## config.mk

```make
export PLATFORM = sky130hd
export DESIGN_NAME = sram_rw_init_ext_flat
export DESIGN_NICKNAME = d
export VERILOG_FILES = /design/src/rtl/sram_rw_init_ext_if.sv /design/src/rtl/sram_rw_init_ext.sv /design/src/flat_wrapper.sv
export SDC_FILE = /design/constraint.sdc
export NUM_CORES = 1
export LEC_CHECK = 0
export CAP_MARGIN = 20
export CORE_MARGIN = 2
export CORE_UTILIZATION = 30
export CTS_BUF_LIST = sky130_fd_sc_hd__clkbuf_2
export DETAILED_ROUTE_END_ITERATION = 6
export PLACE_DENSITY = 0.41
export SETUP_SLACK_MARGIN = 0.15
export SLEW_MARGIN = 20
export SYNTH_ARGS = -nofsm -noshare
export SYNTH_HDL_FRONTEND = slang
export SYNTH_SLANG_ARGS = --single-unit
```

## constraint.sdc

```tcl
create_clock -name clock -period 6.3 [get_ports clock]
set_input_delay 1.575 -clock clock [delete_from_list [all_inputs] [get_ports clock]]
set_output_delay 1.575 -clock clock [all_outputs]
set_load 0.02 [all_outputs]
```

## src/rtl/sram_rw_init_ext_if.sv

```systemverilog
// sram_rw_init_ext_if: single read/write port bundle for the self-clearing SRAM wrapper
interface sram_rw_init_ext_if #(
    parameter int ADDR_W   = 7,
    parameter int WIDTH    = 5,
    parameter int MASK_SEG = 1
);
    logic [ADDR_W-1:0]   RW0_addr;
    logic                RW0_en;
    logic                RW0_wmode;
    logic [MASK_SEG-1:0] RW0_wmask;
    logic [WIDTH-1:0]    RW0_wdata;
    logic [WIDTH-1:0]    RW0_rdata;
    logic                RW0_rvalid;

    modport master (
        output RW0_addr, RW0_en, RW0_wmode, RW0_wmask, RW0_wdata,
        input  RW0_rdata, RW0_rvalid
    );

    modport slave (
        input  RW0_addr, RW0_en, RW0_wmode, RW0_wmask, RW0_wdata,
        output RW0_rdata, RW0_rvalid
    );
endinterface

```

## src/rtl/sram_rw_init_ext.sv

```systemverilog
// sram_rw_init_ext: single-port masked RAM with 1-cycle registered read and a hardware clear engine
module sram_rw_init_ext #(
    parameter int                DEPTH    = 128,
    parameter int                WIDTH    = 5,
    parameter int                MASK_SEG = 1,
    parameter int                ADDR_W   = $clog2(DEPTH),
    parameter logic [WIDTH-1:0]  INIT_VAL = '0
) (
    input  logic                 clock,
    input  logic                 reset,
    sram_rw_init_ext_if.slave    rw,
    input  logic                 init_req,
    output logic                 ready
);
    localparam int              G       = WIDTH / MASK_SEG;
    localparam logic [0:0]      S_CLEAR = 1'b0;
    localparam logic [0:0]      S_READY = 1'b1;
    localparam logic [ADDR_W:0] DEPTH_W = (ADDR_W + 1)'(DEPTH);
    localparam logic [ADDR_W-1:0] LAST  = ADDR_W'(DEPTH - 1);

    logic [WIDTH-1:0]  mem [DEPTH];
    logic [0:0]        state;
    logic [ADDR_W-1:0] ptr;
    logic              in_range;
    logic              acc;
    logic              wr;
    logic              rd;
    logic              clr_we;

    // Addresses past DEPTH never touch the array; reads of them return INIT_VAL.
    assign in_range = {1'b0, rw.RW0_addr} < DEPTH_W;
    assign ready    = state == S_READY;
    assign acc      = rw.RW0_en && ready && !reset;
    assign wr       = acc && rw.RW0_wmode && in_range;
    assign rd       = acc && !rw.RW0_wmode;
    assign clr_we   = state == S_CLEAR && !reset;

    // Clear sequencer: walk every entry once, then open the port; init_req restarts it from READY only.
    always_ff @(posedge clock) begin
        if (reset) begin
            state <= S_CLEAR;
            ptr   <= '0;
        end else if (state == S_CLEAR) begin
            state <= ptr == LAST ? S_READY : S_CLEAR;
            ptr   <= ptr == LAST ? '0 : ptr + ADDR_W'(1);
        end else if (init_req) begin
            state <= S_CLEAR;
            ptr   <= '0;
        end
    end

    // Array write: clear overrides the port with a full-width INIT_VAL, otherwise masked segment writes.
    always_ff @(posedge clock) begin
        if (clr_we) begin
            mem[ptr] <= INIT_VAL;
        end else if (wr) begin
            for (int i = 0; i < MASK_SEG; i++)
                if (rw.RW0_wmask[i])
                    mem[rw.RW0_addr][i*G +: G] <= rw.RW0_wdata[i*G +: G];
        end
    end

    // Read data is captured only on an accepted read and held otherwise; rvalid marks the update cycle.
    always_ff @(posedge clock) begin
        if (reset) begin
            rw.RW0_rdata  <= '0;
            rw.RW0_rvalid <= 1'b0;
        end else begin
            rw.RW0_rvalid <= rd;
            if (rd)
                rw.RW0_rdata <= in_range ? mem[rw.RW0_addr] : INIT_VAL;
        end
    end
endmodule

```

## src/flat_wrapper.sv

```systemverilog
// flat-port wrapper written by rule: the top's interface ports become plain ports
module sram_rw_init_ext_flat 
#(
    parameter int                DEPTH    = 128,
    parameter int                WIDTH    = 5,
    parameter int                MASK_SEG = 1,
    parameter int                ADDR_W   = $clog2(DEPTH),
    parameter logic [WIDTH-1:0]  INIT_VAL = '0
)
  (clock, reset, init_req, ready, rw_RW0_addr, rw_RW0_en, rw_RW0_wmode, rw_RW0_wmask, rw_RW0_wdata, rw_RW0_rdata, rw_RW0_rvalid);
  sram_rw_init_ext_if #(.ADDR_W(ADDR_W), .WIDTH(WIDTH), .MASK_SEG(MASK_SEG)) rw_i ();
  input  logic clock;
  input  logic reset;
  input  logic init_req;
  output logic ready;
  input wire logic [$bits(rw_i.RW0_addr)-1:0] rw_RW0_addr;
  input wire logic [$bits(rw_i.RW0_en)-1:0] rw_RW0_en;
  input wire logic [$bits(rw_i.RW0_wmode)-1:0] rw_RW0_wmode;
  input wire logic [$bits(rw_i.RW0_wmask)-1:0] rw_RW0_wmask;
  input wire logic [$bits(rw_i.RW0_wdata)-1:0] rw_RW0_wdata;
  output wire logic [$bits(rw_i.RW0_rdata)-1:0] rw_RW0_rdata;
  output wire logic [$bits(rw_i.RW0_rvalid)-1:0] rw_RW0_rvalid;
  assign rw_i.RW0_addr = rw_RW0_addr;
  assign rw_i.RW0_en = rw_RW0_en;
  assign rw_i.RW0_wmode = rw_RW0_wmode;
  assign rw_i.RW0_wmask = rw_RW0_wmask;
  assign rw_i.RW0_wdata = rw_RW0_wdata;
  assign rw_RW0_rdata = rw_i.RW0_rdata;
  assign rw_RW0_rvalid = rw_i.RW0_rvalid;
  sram_rw_init_ext #(.DEPTH(DEPTH), .WIDTH(WIDTH), .MASK_SEG(MASK_SEG), .ADDR_W(ADDR_W), .INIT_VAL(INIT_VAL)) u_core (.clock(clock), .reset(reset), .rw(rw_i), .init_req(init_req), .ready(ready));
endmodule
```

==> results by group <==
Final layout
  • Nets: approximately 1600
  • Layout area overhead: 11.5%
  • Finished Cell Area: slightly below 30000 um^2
  • Final core occ: about a third
  • Share of layout cells above drive strength 1: between 20% and 30%

Global routing
  • Grt ovf: 0
  • Vias in the first global route: 15300
  • First-pass GRT wire length: roughly 110000 um
  • Initial antenna violation count: 2
  • Largest net degree at the start of global routing: 96
  • Tot GR Track Use: roughly 17%

Yosys
  • Syn Area/Cell: between 15 and 20 um^2
  • Post-Synthesis Cells: about 1500
  • Synthesized Nets: ~1500
  • Synth cell types: slightly below 60
  • EDFF count, synth: 640
  • Synth cell count leaders: edfxtp_1, nor2_1, nand2_1, mux4_2, mux2i_1
  • Largest area contributor in the netlist: edfxtp_1
  • Count leader, synth: edfxtp_1
  • Top-area cell type share of the netlist area: between 70% and 80%
  • Primary FF master, synth: edfxtp_1
  • Sequential share of the synthesized area: approximately three quarters
  • Top cells by area, synth: edfxtp_1, mux4_2, mux4_1, mux2i_1, nor2_1
  • Async SR Flop Fraction: 0%
  • Mapped Area: around 27000 um^2
  • Number of synthesized register bits: roughly 650
  • Warnings, synthesis: 0

STA
  • Maximum clock rate: ~0.25 GHz
  • Max transition margin: about a fifth
  • RSZ-0062 raised after global routing: no
  • Fin Clk Skew: approximately 93 ps
  • Setup TNS: 0 ps
  • Worst Tran Pin Value: approximately 1200 ps
  • Minimum clock period: around 4000 ps
  • Final hold violation count: 0
  • Min setup slack post-route: 2280 ps
  • Finish-stage setup viols: 0
  • Slew Limit Fails: 0
  • Final period utilization: between 60% and 70%

Placement
  • Dpl ws: about 1200 ps
  • DP Area: 28000 um^2
  • DPL Wire Length: between 40000 and 50000 um
  • Port bufs: 24
  • Final RePlAce weighted congestion: approximately 0.81

Pwr
  • Tot Pwr: roughly 8100 uW
  • Switch share: between 20% and 30%
  • Peak supply drop: between 0.1 and 0.15 mV
  • Clk network pwr share: between 30 and 40%
  • Reg power frac: ~58%
  • Net Switching: approximately 2000 uW
  • Cell internal pwr: 6150 uW
  • Power density cells: around 270 nW/um^2
  • Comb power frac: 4.4%
  • Pleak: 0.0105 uW

Critical path
  • Crit-path cells: buf_4 > clkdlybuf4s50_1
  • Startpoint Class: flop
  • CP max stage cell: clkdlybuf4s50_1
  • Kind of critical path: reg -> out
  • Crit Path Max Fanout: 17
  • Crit path max-delay family: buffers and inverters
  • Worst Path Required: 4720 ps
  • Crit-path max cell delay: approximately 640 ps
  • Crit path DAT: 2440 ps
  • Worst setup EP type: output port
  • Crit path buffers/inverters: 2

Floorplanning
  • Row count: ~110
  • Die X: 302 um
  • Top Ports: 25
  • DIE AREA: between 90000 and 100000 um^2
  • Die height: 302 um
  • Core area: slightly below 90000 um^2
  • Initial Util: 30.2%

Clocking
  • Clk slew on worst S/H paths: 110 ps
  • Hold_buf cts: 0
  • CTS Buf Count: between 150 and 200
  • CTS max path bufs: 3
  • # H-tree levels: 4
  • CTS tree: built
  • CTS sink count: 654
  • Post-CTS setup buffer count: 0
  • Post-cts sizing count: 0
  • Clock root buffer: clkbuf_2
  • Worst-Skew Late Latency: ~1300 ps

Outcome
  • Status: finished, final reports clean

Detailed routing
  • Antenna-violating nets left: 0
  • First drt pass iteration count: 5
  • DR vias: 14400
  • WL/cell: 25.7 um
  • DRT iter0 DRCs: about 1100
  • Post-Route WL: ~75000 um
  • Vias per Instance: approximately 4.9
  • Post-route DRC: 0

Worst hold path
  • Hold WC Path Type: reg -> reg

Flow run
  • Max-cap viol count: 0
==> logic make-up after synthesis <==
group | Yosys count | synth area share [%]
muxes | 211 | 14.4
AOI/OAI and AO/OA | 151 | 3.85
adders and majority gates | 1 | 0.0471
DFF | 654 | 73.3
buffers and inverters | 86 | 2.48
and+or+nand+nor | 368 | 5.89
==> worst register-to-register path: cells and delay by family, from the launching register on <==
kind | cells | cell delay (ps)
AND/OR/NAND/NOR | 5 | 2140
buffers and inverters | 1 | 220
AO/OA/AOI/OAI | 1 | 470
flip-flops | 1 | 320
==> flip-flops by register name, indices dropped and copies added, names as in the netlist <==
name,cells
u_core.ptr,7
u_core.mem,640
u_core.rw.RW0_rvalid,1
u_core.ready,1
u_core.rw.RW0_rdata,5
==> power by group through the flow <==
stage	logic (uW)	clock network [uW]	registers [uW]
2_1_floorplan	249	0	4800
3_3_place_gp	366	0	4810
3_5_place_dp	365	0	4810
4_1_cts	366	3190	4710
5_1_grt	384	3400	4710
6_report	361	3070	4710
==> metal layers <==
layer / track usage [%] / wire length (um) / up-vias / part of all wire (%)
li1: - / - / 6320 / -
met1: 22.9 / 34400 / 7557 / 46
met2: 26.7 / 35900 / 409 / 48
met3: 3.49 / 3320 / 107 / 4.4
met4: 5.40 / 1430 / 0 / 1.9
met5: 0 / 0 / - / 0
==> cells in the final DEF (no fill, tap or decap), types with 7 or more instances in the layout <==
cell type / instances
edfxtp_1: 640
clkbuf_2: 241
nor2_1: 168
nand2_1: 111
mux4_2: 85
mux2i_1: 66
mux4_1: 38
nand3_1: 33
clkinv_1: 31
buf_4: 30
a21oi_1: 27
o21ai_0: 27
mux2_2: 21
clkdlybuf4s50_1: 20
o22ai_1: 16
a31oi_1: 15
clkinv_2: 15
dfxtp_1: 14
nand2b_1: 10
o221ai_1: 9
nor2b_1: 8
a221oi_1: 8
bufinv_16: 7
==> final timing paths <==
check        cells after the start  slack [ps]                 to           from
min                              2         540      u_core.ptr[4]  u_core.ptr[4]
min reg2reg                      2         540      u_core.ptr[4]  u_core.ptr[4]
max                              2        2280              ready   u_core.ready
max reg2reg                      7        2780  u_core.mem[46][3]   u_core.ready
==> stage by stage <==
step / cells / hold slack (ps)
CTS: 2914 / 545
floorplan: 1471 / 485
global placement: 2616 / 526
finish: 2916 / 544
detailed placement: 2616 / 520
global route: 2916 / 578
==> area by class of cell <==
| cell class | count | area (um^2) |
|---|---|---|
| fillers | 8586 | 58400 |
| flip-flops and latches | 654 | 19500 |
| multi-input cells | 731 | 6450 |
| well taps | 1165 | 1460 |
| clock buffers | 241 | 1210 |
| repair buffers | 60 | 582 |
| clock inverters | 57 | 427 |
| inverters | 6 | 22.5 |
| diodes | 2 | 5.00 |
No activity file was read; power rests on OpenSTA's default activity.
